**src/rtl/ps2_rx_pkg.sv**
```systemverilog
// ============================================================================
// Module : ps2_rx_pkg
// Brief  : Shared types and scancode constants for the PS/2 scancode receiver.
// Rev    : 1.0
// ============================================================================
`default_nettype none

package ps2_rx_pkg;

    typedef enum logic [1:0] {
        ST_IDLE   = 2'd0,
        ST_DATA   = 2'd1,
        ST_PARITY = 2'd2,
        ST_STOP   = 2'd3
    } frame_state_t;

    localparam logic [7:0] PS2_EXT    = 8'hE0;
    localparam logic [7:0] PS2_REL    = 8'hF0;
    localparam logic [7:0] PS2_PAUSE  = 8'hE1;
    localparam logic [2:0] PAUSE_SKIP = 3'd7;

    typedef struct packed {
        logic       ext;
        logic       rel;
        logic [7:0] code;
    } key_event_t;

endpackage

`default_nettype wire

```
**src/rtl/ps2_frame_rx.sv**
```systemverilog
// ============================================================================
// Module : ps2_frame_rx
// Brief  : Synchronises PS/2 lines, deframes 11-bit frames with timeout abort.
// Rev    : 1.0
// ============================================================================
`default_nettype none

module ps2_frame_rx
    import ps2_rx_pkg::*;
#(
    parameter int TIMEOUT = 20000
) (
    input  logic       clk,
    input  logic       reset_n,
    input  logic       ps2_clk,
    input  logic       ps2_data,
    output logic [7:0] rx_byte,
    output logic       byte_valid,
    output logic       frame_err
);

    localparam int TW = $clog2(TIMEOUT + 1);

    logic         r_clk_s1, r_clk_s2, r_clk_prev;
    logic         r_dat_s1, r_dat_s2;
    frame_state_t r_state, w_state_nxt;
    logic [2:0]   r_bit_cnt;
    logic [7:0]   r_shreg;
    logic         r_par_ok;
    logic [TW-1:0] r_tmo_cnt;
    logic         r_byte_valid, r_frame_err;

    logic w_edge, w_bit, w_timeout, w_frame_ok, w_frame_bad;

    assign w_edge    = r_clk_prev & ~r_clk_s2;
    assign w_bit     = r_dat_s2;
    // A falling edge in the same cycle always wins over the timeout.
    assign w_timeout = (r_state != ST_IDLE) && !w_edge && (r_tmo_cnt == TW'(TIMEOUT - 1));

    always_comb begin
        w_state_nxt = r_state;
        w_frame_ok  = 1'b0;
        w_frame_bad = 1'b0;
        if (w_timeout) begin
            w_state_nxt = ST_IDLE;
        end else if (w_edge) begin
            case (r_state)
                ST_IDLE:   if (!w_bit) w_state_nxt = ST_DATA;
                ST_DATA:   if (r_bit_cnt == 3'd7) w_state_nxt = ST_PARITY;
                ST_PARITY: w_state_nxt = ST_STOP;
                ST_STOP: begin
                    w_state_nxt = ST_IDLE;
                    w_frame_ok  = r_par_ok & w_bit;
                    w_frame_bad = ~(r_par_ok & w_bit);
                end
                default:   w_state_nxt = ST_IDLE;
            endcase
        end
    end

    always_ff @(posedge clk) begin
        if (!reset_n) begin
            r_clk_s1     <= 1'b1;
            r_clk_s2     <= 1'b1;
            r_clk_prev   <= 1'b1;
            r_dat_s1     <= 1'b1;
            r_dat_s2     <= 1'b1;
            r_state      <= ST_IDLE;
            r_bit_cnt    <= 3'd0;
            r_shreg      <= 8'd0;
            r_par_ok     <= 1'b0;
            r_tmo_cnt    <= '0;
            r_byte_valid <= 1'b0;
            r_frame_err  <= 1'b0;
        end else begin
            r_clk_s1     <= ps2_clk;
            r_clk_s2     <= r_clk_s1;
            r_clk_prev   <= r_clk_s2;
            r_dat_s1     <= ps2_data;
            r_dat_s2     <= r_dat_s1;
            r_state      <= w_state_nxt;
            r_byte_valid <= w_frame_ok;
            r_frame_err  <= w_frame_bad | w_timeout;
            if (w_edge) begin
                r_tmo_cnt <= '0;
                case (r_state)
                    ST_IDLE:   r_bit_cnt <= 3'd0;
                    ST_DATA: begin
                        r_shreg   <= {w_bit, r_shreg[7:1]};
                        r_bit_cnt <= r_bit_cnt + 3'd1;
                    end
                    ST_PARITY: r_par_ok <= ^{r_shreg, w_bit};
                    default:   ;
                endcase
            end else if (r_state != ST_IDLE && !w_timeout) begin
                r_tmo_cnt <= r_tmo_cnt + TW'(1);
            end else begin
                r_tmo_cnt <= '0;
            end
        end
    end

    assign rx_byte    = r_shreg;
    assign byte_valid = r_byte_valid;
    assign frame_err  = r_frame_err;

endmodule

`default_nettype wire

```
**src/rtl/ps2_scancode_rx.sv**
```systemverilog
// ============================================================================
// Module : ps2_scancode_rx
// Brief  : PS/2 receiver folding E0/F0/E1 prefixes into key events.
//          Define PS2_RX_FIFO_EN for a buffered event FIFO with backpressure.
// Rev    : 1.0
// ============================================================================
`default_nettype none

module ps2_scancode_rx
    import ps2_rx_pkg::*;
#(
    parameter int TIMEOUT    = 20000,
    parameter int FIFO_DEPTH = 4
) (
    input  logic       clk,
    input  logic       reset_n,
    input  logic       ps2_clk,
    input  logic       ps2_data,
    output logic       key_strobe,
    output logic [7:0] key_code,
    output logic       key_ext,
    output logic       key_released,
    output logic       key_valid,
    input  logic       key_ready,
    output logic       rx_error
);

    logic [7:0] w_byte;
    logic       w_byte_valid, w_frame_err;

    ps2_frame_rx #(.TIMEOUT(TIMEOUT)) u_frame (
        .clk        (clk),
        .reset_n    (reset_n),
        .ps2_clk    (ps2_clk),
        .ps2_data   (ps2_data),
        .rx_byte    (w_byte),
        .byte_valid (w_byte_valid),
        .frame_err  (w_frame_err)
    );

    logic       r_ext_pend, r_rel_pend;
    logic [2:0] r_skip_cnt;
    logic       w_evt_valid;
    key_event_t w_evt;

    always_comb begin
        w_evt_valid = 1'b0;
        w_evt       = '0;
        if (w_byte_valid && r_skip_cnt == 3'd0) begin
            case (w_byte)
                PS2_EXT, PS2_REL: ;
                PS2_PAUSE: begin
                    w_evt_valid = 1'b1;
                    w_evt.code  = PS2_PAUSE;
                end
                default: begin
                    w_evt_valid = 1'b1;
                    w_evt.ext   = r_ext_pend;
                    w_evt.rel   = r_rel_pend;
                    w_evt.code  = w_byte;
                end
            endcase
        end
    end

    always_ff @(posedge clk) begin
        if (!reset_n) begin
            r_ext_pend <= 1'b0;
            r_rel_pend <= 1'b0;
            r_skip_cnt <= 3'd0;
        end else if (w_frame_err) begin
            r_ext_pend <= 1'b0;
            r_rel_pend <= 1'b0;
        end else if (w_byte_valid) begin
            if (r_skip_cnt != 3'd0) begin
                r_skip_cnt <= r_skip_cnt - 3'd1;
            end else begin
                case (w_byte)
                    PS2_EXT:   r_ext_pend <= 1'b1;
                    PS2_REL:   r_rel_pend <= 1'b1;
                    // Pause's trailing 7 bytes carry no key information.
                    PS2_PAUSE: r_skip_cnt <= PAUSE_SKIP;
                    default: begin
                        r_ext_pend <= 1'b0;
                        r_rel_pend <= 1'b0;
                    end
                endcase
            end
        end
    end

`ifdef PS2_RX_FIFO_EN
    localparam int AW = $clog2(FIFO_DEPTH);

    key_event_t r_mem [FIFO_DEPTH];
    logic [AW:0] r_wr_ptr, r_rd_ptr;
    logic        r_key_strobe, r_rx_error;
    logic        w_empty, w_full, w_pop, w_push, w_drop;
    key_event_t  w_head;

    assign w_empty = (r_wr_ptr == r_rd_ptr);
    assign w_full  = (r_wr_ptr[AW] != r_rd_ptr[AW]) && (r_wr_ptr[AW-1:0] == r_rd_ptr[AW-1:0]);
    assign w_pop   = !w_empty && key_ready;
    assign w_push  = w_evt_valid && (!w_full || w_pop);
    assign w_drop  = w_evt_valid && w_full && !w_pop;
    assign w_head  = r_mem[r_rd_ptr[AW-1:0]];

    always_ff @(posedge clk) begin
        if (w_push) r_mem[r_wr_ptr[AW-1:0]] <= w_evt;
    end

    always_ff @(posedge clk) begin
        if (!reset_n) begin
            r_wr_ptr     <= '0;
            r_rd_ptr     <= '0;
            r_key_strobe <= 1'b0;
            r_rx_error   <= 1'b0;
        end else begin
            if (w_push) r_wr_ptr <= r_wr_ptr + 1'b1;
            if (w_pop)  r_rd_ptr <= r_rd_ptr + 1'b1;
            r_key_strobe <= w_push;
            r_rx_error   <= w_frame_err | w_drop;
        end
    end

    assign key_valid    = !w_empty;
    assign key_code     = w_empty ? 8'd0 : w_head.code;
    assign key_ext      = w_empty ? 1'b0 : w_head.ext;
    assign key_released = w_empty ? 1'b0 : w_head.rel;
    assign key_strobe   = r_key_strobe;
    assign rx_error     = r_rx_error;
`else
    key_event_t r_key;
    logic       r_key_strobe, r_rx_error;
    logic       w_unused_cfg;

    assign w_unused_cfg = key_ready ^ (FIFO_DEPTH == 0);

    always_ff @(posedge clk) begin
        if (!reset_n) begin
            r_key        <= '0;
            r_key_strobe <= 1'b0;
            r_rx_error   <= 1'b0;
        end else begin
            r_key_strobe <= w_evt_valid;
            r_rx_error   <= w_frame_err;
            if (w_evt_valid) r_key <= w_evt;
        end
    end

    assign key_valid    = r_key_strobe;
    assign key_code     = r_key.code;
    assign key_ext      = r_key.ext;
    assign key_released = r_key.rel;
    assign key_strobe   = r_key_strobe;
    assign rx_error     = r_rx_error;
`endif

endmodule

`default_nettype wire

```
**config.mk**
```make
export PLATFORM = sky130hd
export DESIGN_NAME = ps2_scancode_rx
export DESIGN_NICKNAME = d
export VERILOG_FILES = /design/src/rtl/ps2_rx_pkg.sv /design/src/rtl/ps2_frame_rx.sv /design/src/rtl/ps2_scancode_rx.sv
export SDC_FILE = /design/constraint.sdc
export NUM_CORES = 1
export LEC_CHECK = 0
export ABC_AREA = 1
export CORE_ASPECT_RATIO = 1.1
export CORE_MARGIN = 2
export CORE_UTILIZATION = 40
export CTS_BUF_LIST = sky130_fd_sc_hd__clkbuf_4
export CTS_CLUSTER_DIAMETER = 40
export DETAILED_ROUTE_END_ITERATION = 12
export GPL_TIMING_DRIVEN = 0
export PLACE_DENSITY_LB_ADDON = 0.05
export RECOVER_POWER = 100
export SLEW_MARGIN = 15
export SYNTH_ARGS = -nofsm -noshare
export SYNTH_HDL_FRONTEND = slang
export SYNTH_SLANG_ARGS = --single-unit
```
**constraint.sdc**
```tcl
create_clock -name clk -period 3 [get_ports clk]
set_input_delay 0.3 -clock clk [delete_from_list [all_inputs] [get_ports clk]]
set_output_delay 0.3 -clock clk [all_outputs]
set_load 0.05 [all_outputs]
```
==> results of run 1 <==
==> cell usage in the layout, fill, tap and decap left out, drive strengths merged <==
| cell type | instances |
|---|---|
| o21ai | 16 |
| clkinv | 3 |
| o21bai | 1 |
| clkbuf | 11 |
| nand4 | 6 |
| a21oi | 31 |
| inv | 47 |
| a21boi | 1 |
| nand2 | 83 |
| nor2 | 37 |
| clkdlybuf4s50 | 2 |
| buf | 2 |
| nor4 | 1 |
| a31oi | 1 |
| xor2 | 3 |
| nor3 | 15 |
| dlygate4sd3 | 14 |
| dfxtp | 53 |
| xnor2 | 5 |
| or2 | 5 |
| ha | 10 |
| nand3 | 17 |
| o21a | 1 |
==> per-stage QoR <==
| step | hold WS (ns) | utilization [%] |
|---|---|---|
| after detailed placement | 0.4000 | 45.21 |
| after global routing | 0.4451 | 45.40 |
| after floorplan | 0.3917 | - |
| after CTS | 0.4332 | 46.03 |
| after global placement | 0.3937 | 45.21 |
| final | 0.4298 | 45.40 |
==> cells in the mapped netlist (all sizes together), types with 3 or more instances <==
cell type / number / area, µm²
buf: 5 / 30.02
xnor2: 5 / 43.79
nor2: 37 / 146.4
inv: 47 / 176.4
ha: 10 / 125.1
clkbuf: 3 / 11.26
nand4: 6 / 43.79
nand2: 83 / 326.6
a21oi: 31 / 155.2
nor3: 15 / 107.6
xor2: 3 / 26.28
dfxtp: 53 / 1061
nand3: 17 / 95.09
or2: 5 / 31.28
o21ai: 16 / 91.34
==> cells by family after synthesis <==
kind of cell	share of synthesized area, %
AOI/OAI and AO/OA	10.98
xor gates and xnor gates	2.796
adders and majority gates	4.993
buffers and inverters	8.687
DFF	42.34
and+or+nand+nor	30.20
==> registers in the layout (all words and copies together), names as in the netlist, 2 cells and up <==
signal and flops:
u_frame.rx_byte 8, u_frame.r_state 2, r_skip_cnt 3, key_code 8
u_frame.r_bit_cnt 3, u_frame.r_tmo_cnt 15
==> area by class of cell <==
cell class | count | area share, %
clock inverters | 3 | 0.4505
well taps | 80 | 3.604
repair buffers | 16 | 5.766
multi-input cells | 233 | 43.02
flip-flops and latches | 53 | 38.20
plain buffers | 8 | 1.261
clock buffers | 5 | 1.351
inverters | 47 | 6.351
==> per-layer routing <==
layer	vias to the layer above	track usage, %	share of wire [%]
li1	1133	-	-
met2	26	29.49	50
met3	5	4.357	3.2
met4	0	4.702	1.3
met5	-	0	0
met1	967	18.42	45
==> power by group <==
part           leakage [µW]  internal [µW]  switching, µW  total, µW
sequential         0.000428            708           2.09        710
clock             0.0000300           85.5            221        306
combinational      0.000730           10.8           19.9       30.8
total               0.00119            804            243       1050
==> critical path: cells and delay by family (launching register included) <==
| kind | cells | cell delay [ns] |
|---|---|---|
| AOI/OAI and AO/OA | 2 | 0.68 |
| and+or+nand+nor | 4 | 1.02 |
| DFF | 1 | 0.42 |
==> worst max path at each step <==
stage | from | endpoint | slack [ns] | cells after the start
after floorplan | u_frame.r_state[0] | u_frame.r_tmo_cnt[9] | 1.59 | 7
after global placement | reset_n | u_frame.frame_err | 0.97 | 5
after detailed placement | reset_n | u_frame.frame_err | 1.00 | 5
after CTS | key_strobe | key_valid | 1.06 | 2
after global routing | u_frame.rx_byte[6] | r_rel_pend | 0.56 | 6
final | u_frame.rx_byte[5] | r_rel_pend | 0.83 | 6
==> flow_summary.ini, run 1 <==
[outcome]
run_status = completed

[worst_setup_path]
path_cells = nand2_1 > nor3_1 > o21ai_0 > nand3_2 > nand3_1 > a21oi_1
critPathRequiredTime_ns = 3.32
crit_path_end_kind = flip-flop
max_stage_delay_ns = 0.54
worst_setup_path_start_kind = flip-flop
cp_max_fo = 8
timing.rr.end = r_rel_pend
worst_ep_arrival_time_ns = 2.50
r2r-start = u_frame.rx_byte[5]
worst-setup-path-type = flip-flop to flip-flop
cp_slowest_cell = o21ai_0
reg2regPathDepth = 6
r2r_slack_ns = 0.83

[floorplanning]
start_util_pct = 40.96
dieWidth_um = 79.47
die_h_um = 87.02
rows = 30
core-area_um2 = 6118
pin_count = 18
die_area_um2 = 6915

[global_route]
track_usage_pct = 16.19
grt_pass1_vias = 1948
grt_remaining_overflow = 0
antenna_found_initial = 0
grt_pass1_wl_um = 8749
grt_max_degree = 16

[clock_tree]
cts_resized = 0
htreeDepth = 2
clk_latency_ns = 0.37
postCtsSetupRepairBufs = 0
numCtsBuffers = 5
cts_tree = done
clk_pin_slew_ns = 0.15
cts-root-buf = clkbuf_4
clock_sinks = 53
cts_buffer_depth = 2
holdBufCountCts = 0

[placed_design]
post-place-ws_ns = 1.003
place_hpwl_um = 3910
place_area_um2 = 2766
routabilityCongestion = 0.8091
post-place-cells = 437
port_buffers = 16

[job]
max_cap_violations = 0

[timing]
final.min_clock_period_ns = 2.173
hold_viol = 0
fin_ws_ns = 0.8266
worst_slew_pin_slew_ns = 1.086
setup_viol = 0
finClkSkew_ns = 0.01145
relSlewSlack_pct = 26.82
final.setup.tns_ns = 0
rsz0062_at_grt = no
final_max_slew_viol_count = 0
fin_crit_sh_pct = 72.45
fmax_mhz = 460.1

[routing]
drt_pass1_iterations = 4
ant_nets = 0
drtIter0Drc = 107
vias_per_cell = 4.789
drc = 0
wl_per_cell_um = 11.59
dr_total_vias = 2131
routed_wl_um = 5159

[power]
powerDensity_nw_per_um2 = 376.8
ir_worst_vdd_uv = 196.6
p_leak_uw = 0.001187
power_uw = 1047

[finish]
num-fill-cells = 641
seqCellArea_um2 = 1061
drive_gt1_share_pct = 7.123
final_nets = 379
multi_input_area_um2 = 1195
diodes = 0
stdcell_count = 445
finalInstanceArea_um2 = 2778
syn_to_final_growth_pct = 10.83

[worst_hold_path]
holdPathStages = 1
hold_end = u_frame.r_dat_s2
worstHoldStart = u_frame.r_dat_s1
hold_class = flip-flop to flip-flop

[synthesis]
avgSynthCellArea_um2 = 7.349
synth_area_um2 = 2506
ys_seq_area_share_pct = 42.34
synth_edf_count = 0
ys_ff_latch = 53
ys_warn_count = 0
synthFlopType = dfxtp_1
synth_cell_types = 30
synth_fp_nets = 356
syn_inst = 341
synthArstFlopShare_pct = 0
Note: power is estimated with default switching activity, not from simulation.
==> inputs of run 2 (changes only) <==
==> constraint.sdc (replaced) <==
create_clock -name clk -period 2 [get_ports clk]
set_input_delay 0.2 -clock clk [delete_from_list [all_inputs] [get_ports clk]]
set_output_delay 0.2 -clock clk [all_outputs]
set_load 0.05 [all_outputs]
==> run 2 against run 1 <==
  * Combinational power rose by 48%
  * Die area did not move
  * Clock-buffer cell count did not move
  * Critical path type is now flip-flop to output pin
  * Routed wire length fell by 0.60%
  * Largest cell class unchanged
  * Critical endpoint is now key_valid
  * Register-to-register slack got worse by 0.62 ns
  * Flip-flop and latch count did not move
  * Total power rose by 49%
  * Setup slack got worse by 0.70 ns
==> flow_summary.ini, run 2 (synthesis results as in run 1) <==
[outcome]
run_status = completed

[clock_tree]
cts_buffer_depth = 2
cts-root-buf = clkbuf_4
numCtsBuffers = 5
clock_sinks = 53
htreeDepth = 2
clk_pin_slew_ns = 0.15
holdBufCountCts = 0
cts_resized = 0
cts_tree = done
clk_latency_ns = 0.36
postCtsSetupRepairBufs = 0

[routing]
drc = 0
wl_per_cell_um = 11.52
ant_nets = 0
routed_wl_um = 5128
vias_per_cell = 4.773
dr_total_vias = 2124
drt_pass1_iterations = 4
drtIter0Drc = 110

[timing]
fmax_mhz = 532.9
finClkSkew_ns = 0.009980
fin_crit_sh_pct = 93.83
fin_ws_ns = 0.1234
final_max_slew_viol_count = 0
worst_slew_pin_slew_ns = 0.6919
setup_viol = 0
final.min_clock_period_ns = 1.877
final.setup.tns_ns = 0
relSlewSlack_pct = 53.56
rsz0062_at_grt = no
hold_viol = 0

[floorplanning]
die_h_um = 87.02
core-area_um2 = 6118
start_util_pct = 40.96
rows = 30
die_area_um2 = 6915
dieWidth_um = 79.47
pin_count = 18

[power]
power.switching_uw = 355.8
powerDensity_nw_per_um2 = 561.2
ir_worst_vdd_uv = 294.8
pwr-share-seq_pct = 68.2
p_sw_share_pct = 22.78
p_int_uw = 1206
combPwrFrac_pct = 2.9
clkPwrFrac_pct = 28.9
p_leak_uw = 0.001177

[worst_setup_path]
crit_path_end_kind = output pin
worst_ep_arrival_time_ns = 1.68
worst_setup_path_start_kind = flip-flop
cp_max_fo = 2
critPathRequiredTime_ns = 1.80
worst-setup-path-type = flip-flop to output pin

[global_route]
grt_pass1_vias = 1948
grt_remaining_overflow = 0
antenna_found_initial = 0
track_usage_pct = 16.19
grt_pass1_wl_um = 8749
grt_max_degree = 16

[placed_design]
port_buffers = 16
post-place-ws_ns = 0.1029
routabilityCongestion = 0.8091
place_hpwl_um = 3910

[finish]
final_common_cell = nand2_1
largest_reg_flops = 15
final_nets = 379
multi_input_area_um2 = 1197
syn_to_final_growth_pct = 11.03
top_register = u_frame.r_tmo_cnt
num-fill-cells = 638
seqCellArea_um2 = 1061
diodes = 0
final_cell_mix = 79 x nand2_1, 53 x dfxtp_1, 45 x inv_1
drive_gt1_share_pct = 7.671

[job]
max_cap_violations = 0

[worst_hold_path]
hold_class = input port to flip-flop
run 2: metal layers:
| metal | part of all wire (%) | vias up | GRT usage, % |
|---|---|---|---|
| li1 | - | 1133 | - |
| met1 | 45 | 962 | 18.42 |
| met2 | 51 | 27 | 29.49 |
| met3 | 3.2 | 2 | 4.357 |
| met4 | 0.62 | 0 | 4.702 |
| met5 | 0 | - | 0 |
run 2: cell type report:
class                           count  area share (%)
Multi-Input combinational cell    233           43.03
Sequential cell                    53           38.13
Inverter                           47           6.340
Timing Repair Buffer               16           5.755
Tap cell                           80           3.597
Clock buffer                        5           1.349
Buffer                              8           1.349
Clock inverter                      3          0.4496
run 2: critical path: stages, from the launching register on:
cell and delay, ns:
dfxtp_1 0.35, buf_4 0.09, dlygate4sd3_1 0.86
run 2: final timing paths:
path                                    startpoint              endpoint  slack (ns)  depth (start not counted)
worst max register to register  u_frame.r_state[1]  u_frame.r_bit_cnt[2]        0.21                          7
worst min-delay path                       ps2_clk      u_frame.r_clk_s1        0.39                          2
worst min register to register    u_frame.r_dat_s1      u_frame.r_dat_s2        0.43                          1
worst max-delay path                    key_strobe             key_valid        0.12                          2
run 2: through the flow:
step                      total power [µW]  instances  utilization, %  area (µm²)  hold WS, ns
final                                 1562        445           45.48        2783       0.3932
after global routing                  1639        445           45.48        2783       0.3747
after CTS                             1593        445           46.03        2816       0.3690
after detailed placement              1135        437           45.21        2766       0.4000
after global placement                1135        437           45.21        2766       0.3937
after floorplan                       1117        341               -        2506       0.3066
run 2: power groups by stage:
stage	Clock [µW]	Combinational [µW]	Sequential [µW]
final	452	45.6	1060
after global routing	520	52.4	1070
after CTS	480	48.3	1060
after detailed placement	0	47.8	1090
after global placement	0	47.8	1090
after floorplan	0	30.1	1090
